<file path="config.mk">
export PLATFORM = sky130hd
export DESIGN_NAME = sync_bus_arbiter
export DESIGN_NICKNAME = d
export VERILOG_FILES = /design/src/rtl/sync_bus_arbiter_pkg.sv /design/src/rtl/sync_bus_arbiter_rr_arbiter.sv /design/src/rtl/sync_bus_arbiter.sv
export SDC_FILE = /design/constraint.sdc
export NUM_CORES = 1
export LEC_CHECK = 0
export ABC_AREA = 1
export CAP_MARGIN = 15
export CORE_MARGIN = 1
export CORE_UTILIZATION = 36
export DETAILED_ROUTE_END_ITERATION = 6
export PLACE_DENSITY = 0.68
export SETUP_SLACK_MARGIN = 0.5
export SLEW_MARGIN = 10
export SYNTH_ARGS = -nofsm -noshare
export SYNTH_HDL_FRONTEND = slang
export SYNTH_SLANG_ARGS = --single-unit
</file>
<file path="constraint.sdc">
create_clock -name CLK -period 2.8 [get_ports CLK]
set_input_delay 0.28 -clock CLK [delete_from_list [all_inputs] [get_ports CLK]]
set_output_delay 0.28 -clock CLK [all_outputs]
set_load 0.1 [all_outputs]
</file>
<file path="src/rtl/sync_bus_arbiter_pkg.sv">
// Shared constants and state encoding for the synchronizer front end.
// Defaults are shared with the data_synchronizer instantiation beside the arbiter.
package sync_bus_arbiter_pkg;

    localparam int DEFAULT_DATA_WIDTH  = 8;
    localparam int DEFAULT_NUM_REQ     = 4;
    localparam int DEFAULT_HOLD_CYCLES = 4;
    localparam int DEFAULT_GAP_CYCLES  = 2;

    typedef enum logic [1:0] {
        IDLE  = 2'd0,
        SETUP = 2'd1,
        HOLD  = 2'd2,
        GAP   = 2'd3
    } state_t;

    function automatic int max_int(input int a, input int b);
        return (a > b) ? a : b;
    endfunction

endpackage

</file>
<file path="src/rtl/sync_bus_arbiter_rr_arbiter.sv">
// Combinational round-robin picker: first set request strictly after the
// pointer, wrapping modulo NUM_REQ. Produces a one-hot grant and its index.
module rr_arbiter #(
    parameter int NUM_REQ = 4,
    localparam int IDX_W  = (NUM_REQ > 1) ? $clog2(NUM_REQ) : 1
) (
    input  logic [NUM_REQ-1:0] req,
    input  logic [IDX_W-1:0]   pointer,
    output logic [NUM_REQ-1:0] grant,
    output logic [IDX_W-1:0]   grant_idx
);

    int         cand;
    logic [IDX_W-1:0] cand_idx;
    logic       found;

    always_comb begin
        grant     = '0;
        grant_idx = '0;
        found     = 1'b0;
        cand      = 0;
        cand_idx  = '0;
        for (int k = 1; k <= NUM_REQ; k++) begin
            cand     = (int'(pointer) + k) % NUM_REQ;
            cand_idx = IDX_W'(cand);
            if (!found && req[cand_idx]) begin
                found           = 1'b1;
                grant[cand_idx] = 1'b1;
                grant_idx       = cand_idx;
            end
        end
    end

endmodule

</file>
<file path="src/rtl/sync_bus_arbiter.sv">
// Source-domain front end that time-shares one synchronizer channel between
// NUM_REQ requesters: capture, one setup cycle, HOLD_CYCLES enable, GAP_CYCLES quiet.
module sync_bus_arbiter
    import sync_bus_arbiter_pkg::*;
#(
    parameter int DATA_WIDTH  = DEFAULT_DATA_WIDTH,
    parameter int NUM_REQ     = DEFAULT_NUM_REQ,
    parameter int HOLD_CYCLES = DEFAULT_HOLD_CYCLES,
    parameter int GAP_CYCLES  = DEFAULT_GAP_CYCLES
) (
    input  logic                          CLK,
    input  logic                          RST,
    input  logic [NUM_REQ-1:0]            req,
    input  logic [NUM_REQ*DATA_WIDTH-1:0] req_data,
    output logic [NUM_REQ-1:0]            ack,
    output logic [DATA_WIDTH-1:0]         unsync_bus,
    output logic                          bus_enable,
    output logic                          busy,
    output state_t                        dbg_state
);

    localparam int IDX_W = (NUM_REQ > 1) ? $clog2(NUM_REQ) : 1;
    localparam int CNT_W = $clog2(max_int(HOLD_CYCLES, GAP_CYCLES) + 1);

    // Handshake: requester i raises req[i] with its word stable on req_data and
    // holds both until ack[i] is high (a one-cycle capture pulse); it drops req[i]
    // the following cycle, otherwise a further transfer is requested. Dropping
    // req[i] before ack[i] withdraws the request.

    state_t                state, state_n;
    logic [CNT_W-1:0]      cnt, cnt_n;
    logic [IDX_W-1:0]      ptr, ptr_n;
    logic [DATA_WIDTH-1:0] data_n;
    logic [NUM_REQ-1:0]    ack_n;
    logic                  en_n;

    logic [DATA_WIDTH-1:0] words [NUM_REQ];
    logic [NUM_REQ-1:0]    win_grant;
    logic [IDX_W-1:0]      win_idx;

    always_comb begin
        for (int i = 0; i < NUM_REQ; i++) begin
            words[i] = req_data[i*DATA_WIDTH +: DATA_WIDTH];
        end
    end

    rr_arbiter #(.NUM_REQ(NUM_REQ)) u_rr (
        .req       (req),
        .pointer   (ptr),
        .grant     (win_grant),
        .grant_idx (win_idx)
    );

    always_ff @(posedge CLK or negedge RST) begin
        if (!RST) begin
            state      <= IDLE;
            cnt        <= '0;
            ptr        <= IDX_W'(NUM_REQ - 1);
            unsync_bus <= '0;
            ack        <= '0;
            bus_enable <= 1'b0;
        end else begin
            state      <= state_n;
            cnt        <= cnt_n;
            ptr        <= ptr_n;
            unsync_bus <= data_n;
            ack        <= ack_n;
            bus_enable <= en_n;
        end
    end

    // bus_enable is registered, so it is decided one state ahead of the cycle it covers.
    always_comb begin
        state_n = state;
        cnt_n   = cnt;
        ptr_n   = ptr;
        data_n  = unsync_bus;
        ack_n   = '0;
        en_n    = 1'b0;
        case (state)
            IDLE: begin
                if (|req) begin
                    data_n  = words[win_idx];
                    ack_n   = win_grant;
                    ptr_n   = win_idx;
                    state_n = SETUP;
                end
            end
            SETUP: begin
                state_n = HOLD;
                cnt_n   = '0;
                en_n    = 1'b1;
            end
            HOLD: begin
                if (cnt == CNT_W'(HOLD_CYCLES - 1)) begin
                    state_n = GAP;
                    cnt_n   = '0;
                end else begin
                    cnt_n = cnt + CNT_W'(1);
                    en_n  = 1'b1;
                end
            end
            GAP: begin
                if (cnt == CNT_W'(GAP_CYCLES - 1)) begin
                    state_n = IDLE;
                    cnt_n   = '0;
                end else begin
                    cnt_n = cnt + CNT_W'(1);
                end
            end
            default: state_n = IDLE;
        endcase
    end

    assign busy      = (state != IDLE);
    assign dbg_state = state;

endmodule

</file>
==> impl_results.md <==
- Status: finished, final reports clean
- Final instance area: 2640 µm²
- Routed via count: 1860
- Vias in the first global route: 1665
- Full die area: 5330 µm²
- Diodes inserted: 0
- Ports: 54
- Maximum fanout along the worst path: 10
- Wire length on met2: 2090 µm
- # rows: 25
- Mapped cell area: 1820 µm²
- Max-cap violations: 0
- Highest metal used: met4
- Max incr delay on CP: 570 ps
- RR Startpoint: ptr[0]
- Post-Synthesis Cells: 274
- Clk root buf: clkbuf_8
- Final hold violation count: 0
- HP Start: unsync_bus[6]
- Antenna Nets Post-Route: 0
- NumNets Final: 398
- Core Box Area: 4790 µm²
- Clk slew on worst S/H paths: 70 ps
- Register area share after synthesis: 0.277
- Post-DP Area: 2370 µm²
- WHS Endpoint: unsync_bus[6]
- # DRC: 0
- Crit end category: flop
- Dominant synthesized flop cell: dfrtp_1
- Final Skew: 2.28 ps
- Cell with the most instances after synthesis: nand2_1
- Startpoint types: flop
- RSZ-0062 raised after global routing: yes
- Total iterations of the first detailed-routing run: 5
- Largest cells by area after synthesis: dfrtp_1 (25%), nand2_1 (17%), inv_1 (12%), ha_1 (12%), nand3_1 (10%)
- First-pass GRT wire length: 7120 µm
- Vias/cell: 4.55
- Period Utilization, post-route: 0.780
- Die H: 73.0 µm
- Wire per inst: 10.8 µm
- Worst flop-to-flop path endpoint: unsync_bus[0]
- R2r setup slk: 620 ps
- Post-synth EDFFs: 0
- Leading area contributor after synthesis: dfrtp_1
- Placer Congestion: 0.820
- Crit path arrival time: 2390 ps
- Class of the worst hold path: reg -> reg
- Met3 WL: 249 µm
- Die outline width: 73.0 µm
- Critical Setup Path Class: reg -> reg
- Final wirelength: 4400 µm
- WP data required: 3000 ps
- TritonCTS clock tree: built
- Worst path slowest cell: dfstp_2
- Clk_lat worst skew: 260 ps
- DP Wirelength: 3240 µm
- Count of cell types in the netlist: 24
- H-tree level count: 1
- GR Overflow Total: 0
- Fillers: 449
- CP Buf/Inv Count: 4
- Clock sinks: 20
- Syn nets: 329
- All-Layer GR Usage: 0.167
- Fmax: 458 MHz
- Register bit total from synthesis: 20
- CP top delay family: simple AND/OR/NAND/NOR gates
- Number of buffers added on ports: 53
- Layout cells sized above 1: 0.205
- Setup_tns: 0 ps
- Clock buffer depth: 2
- Initial DRC count: 75
- Synth top cells by count: nand2_1 (81), inv_1 (59), nand3_1 (37)
- Largest net degree at the start of global routing: 21
- Slew Limit Fails: 0
- Share of the synthesized area in the top cell type: 0.248
- Initial Utilization: 0.379
- Slew headroom: 0.422
- Initial antenna violation count: 0
- Area Growth Syn to Fin: 45.4%
- Worst slew pin tran: 864 ps
- Synthesis warning total: 0
- TritonCTS Buffers: 3
- Mapped Avg Cell Area: 6.63 µm²
- Post-route core utilization: 0.552
- Setup-failing EPs final: 0
- Cell chain of the critical path: inv_6 > ha_4 > inv_1 > nand3_2 > nand2_4 > nor2_4 > nand4_4 > buf_12 > clkbuf_16 > nand3_1 > nand3_1 > nand2_1 > nand2_1 > nand2_1
- Minimum clock period: 2180 ps
- Met1 WL: 2030 µm
- Most frequent CP cell: nand2_1
- Asr flop ratio synth: 1.00
- CTS Hold Buffers Added: 0
- Reg2Reg Depth: 14
- Worst hold stages: 2
worst register-to-register path: stages, from the launching register on:
cell and delay, ps:
dfstp_2 570, inv_6 70, ha_4 280, inv_1 60, nand3_2 100, nand2_4 80, nor2_4 160, nand4_4 120
buf_12 170, clkbuf_16 140, nand3_1 70, nand3_1 80, nand2_1 90, nand2_1 50, nand2_1 70
metrics by stage:
stage	std cells	setup WS [ps]	hold WS, ps
6_report	409	616	497
5_1_grt	409	465	539
4_1_cts	397	510	501
3_5_place_dp	391	434	479
3_3_place_gp	391	484	476
2_1_floorplan	274	504	-15.6
area by class of cell:
cell class                      instances  area, µm²  area share
Tap cell                               67       83.8      0.0318
Sequential cell                        20        505       0.191
Inverter                               64        254      0.0962
Clock inverter                          1       30.0      0.0114
Clock buffer                            3       41.3      0.0156
Timing Repair Buffer                   68        651       0.246
Multi-Input combinational cell        186       1070       0.407
flip-flops by register name, indices dropped and copies added, names as in the netlist:
name        cells
cnt             3
unsync_bus      8
bus_enable      1
ptr             2
dbg_state       2
ack             4
worst max-delay path by stage:
stage | start | to | slack, ps | cells past startpoint
6_report | ptr[0] | unsync_bus[0] | 620 | 14
5_1_grt | ptr[0] | unsync_bus[6] | 470 | 14
4_1_cts | ptr[0] | unsync_bus[7] | 510 | 15
3_5_place_dp | ptr[0] | unsync_bus[7] | 430 | 13
3_3_place_gp | dbg_state[0] | unsync_bus[4] | 480 | 7
2_1_floorplan | dbg_state[0] | unsync_bus[0] | 500 | 7
logic make-up (layout without fill, tap and decap cells):
family / after synthesis / count (layout) / synth area share
flip-flops: 20 / 20 / 0.277
adder cells (fa/ha/maj): 17 / 17 / 0.117
buffers and inverters: 69 / 136 / 0.157
AND/OR/NAND/NOR: 142 / 143 / 0.374
AO/OA/AOI/OAI: 26 / 26 / 0.0751
cell usage in the layout, fill, tap and decap left out:
master / instances
a21oi_1: 8
a31oi_1: 1
buf_12: 2
buf_4: 27
bufinv_16: 1
clkbuf_16: 1
clkbuf_8: 3
clkdlybuf4s50_1: 37
clkinvlp_4: 1
dfrtp_1: 16
dfrtp_2: 2
dfstp_2: 2
dlymetal6s2s_1: 1
ha_1: 16
ha_4: 1
inv_1: 58
inv_2: 2
inv_4: 2
inv_6: 1
nand2_1: 79
nand2_2: 12
nand2_4: 4
nand2_8: 1
nand3_1: 36
nand3_2: 3
nand4_4: 1
nor2_1: 1
nor2_2: 2
nor2_4: 1
nor3_1: 1
nor4_1: 1
o21ai_0: 12
o21ai_1: 1
o22ai_1: 4
or2_2: 1
routing by layer:
layer | global-route usage | vias to the layer above
li1 | - | 979
met4 | 0.0392 | 0
met1 | 0.224 | 809
met3 | 0.0180 | 6
met2 | 0.286 | 66
met5 | 0 | -
timing repair:
action	4_1_cts	5_1_grt
cloned	0	2
endpoints found under the setup margin	8	9
pin swaps	0	5
gates resized for setup	3	8
setup buffers	2	10
Power is left out: the tool's default activity adds up to more than one toggle a clock period on the data nets, which glitch-free logic cannot reach.
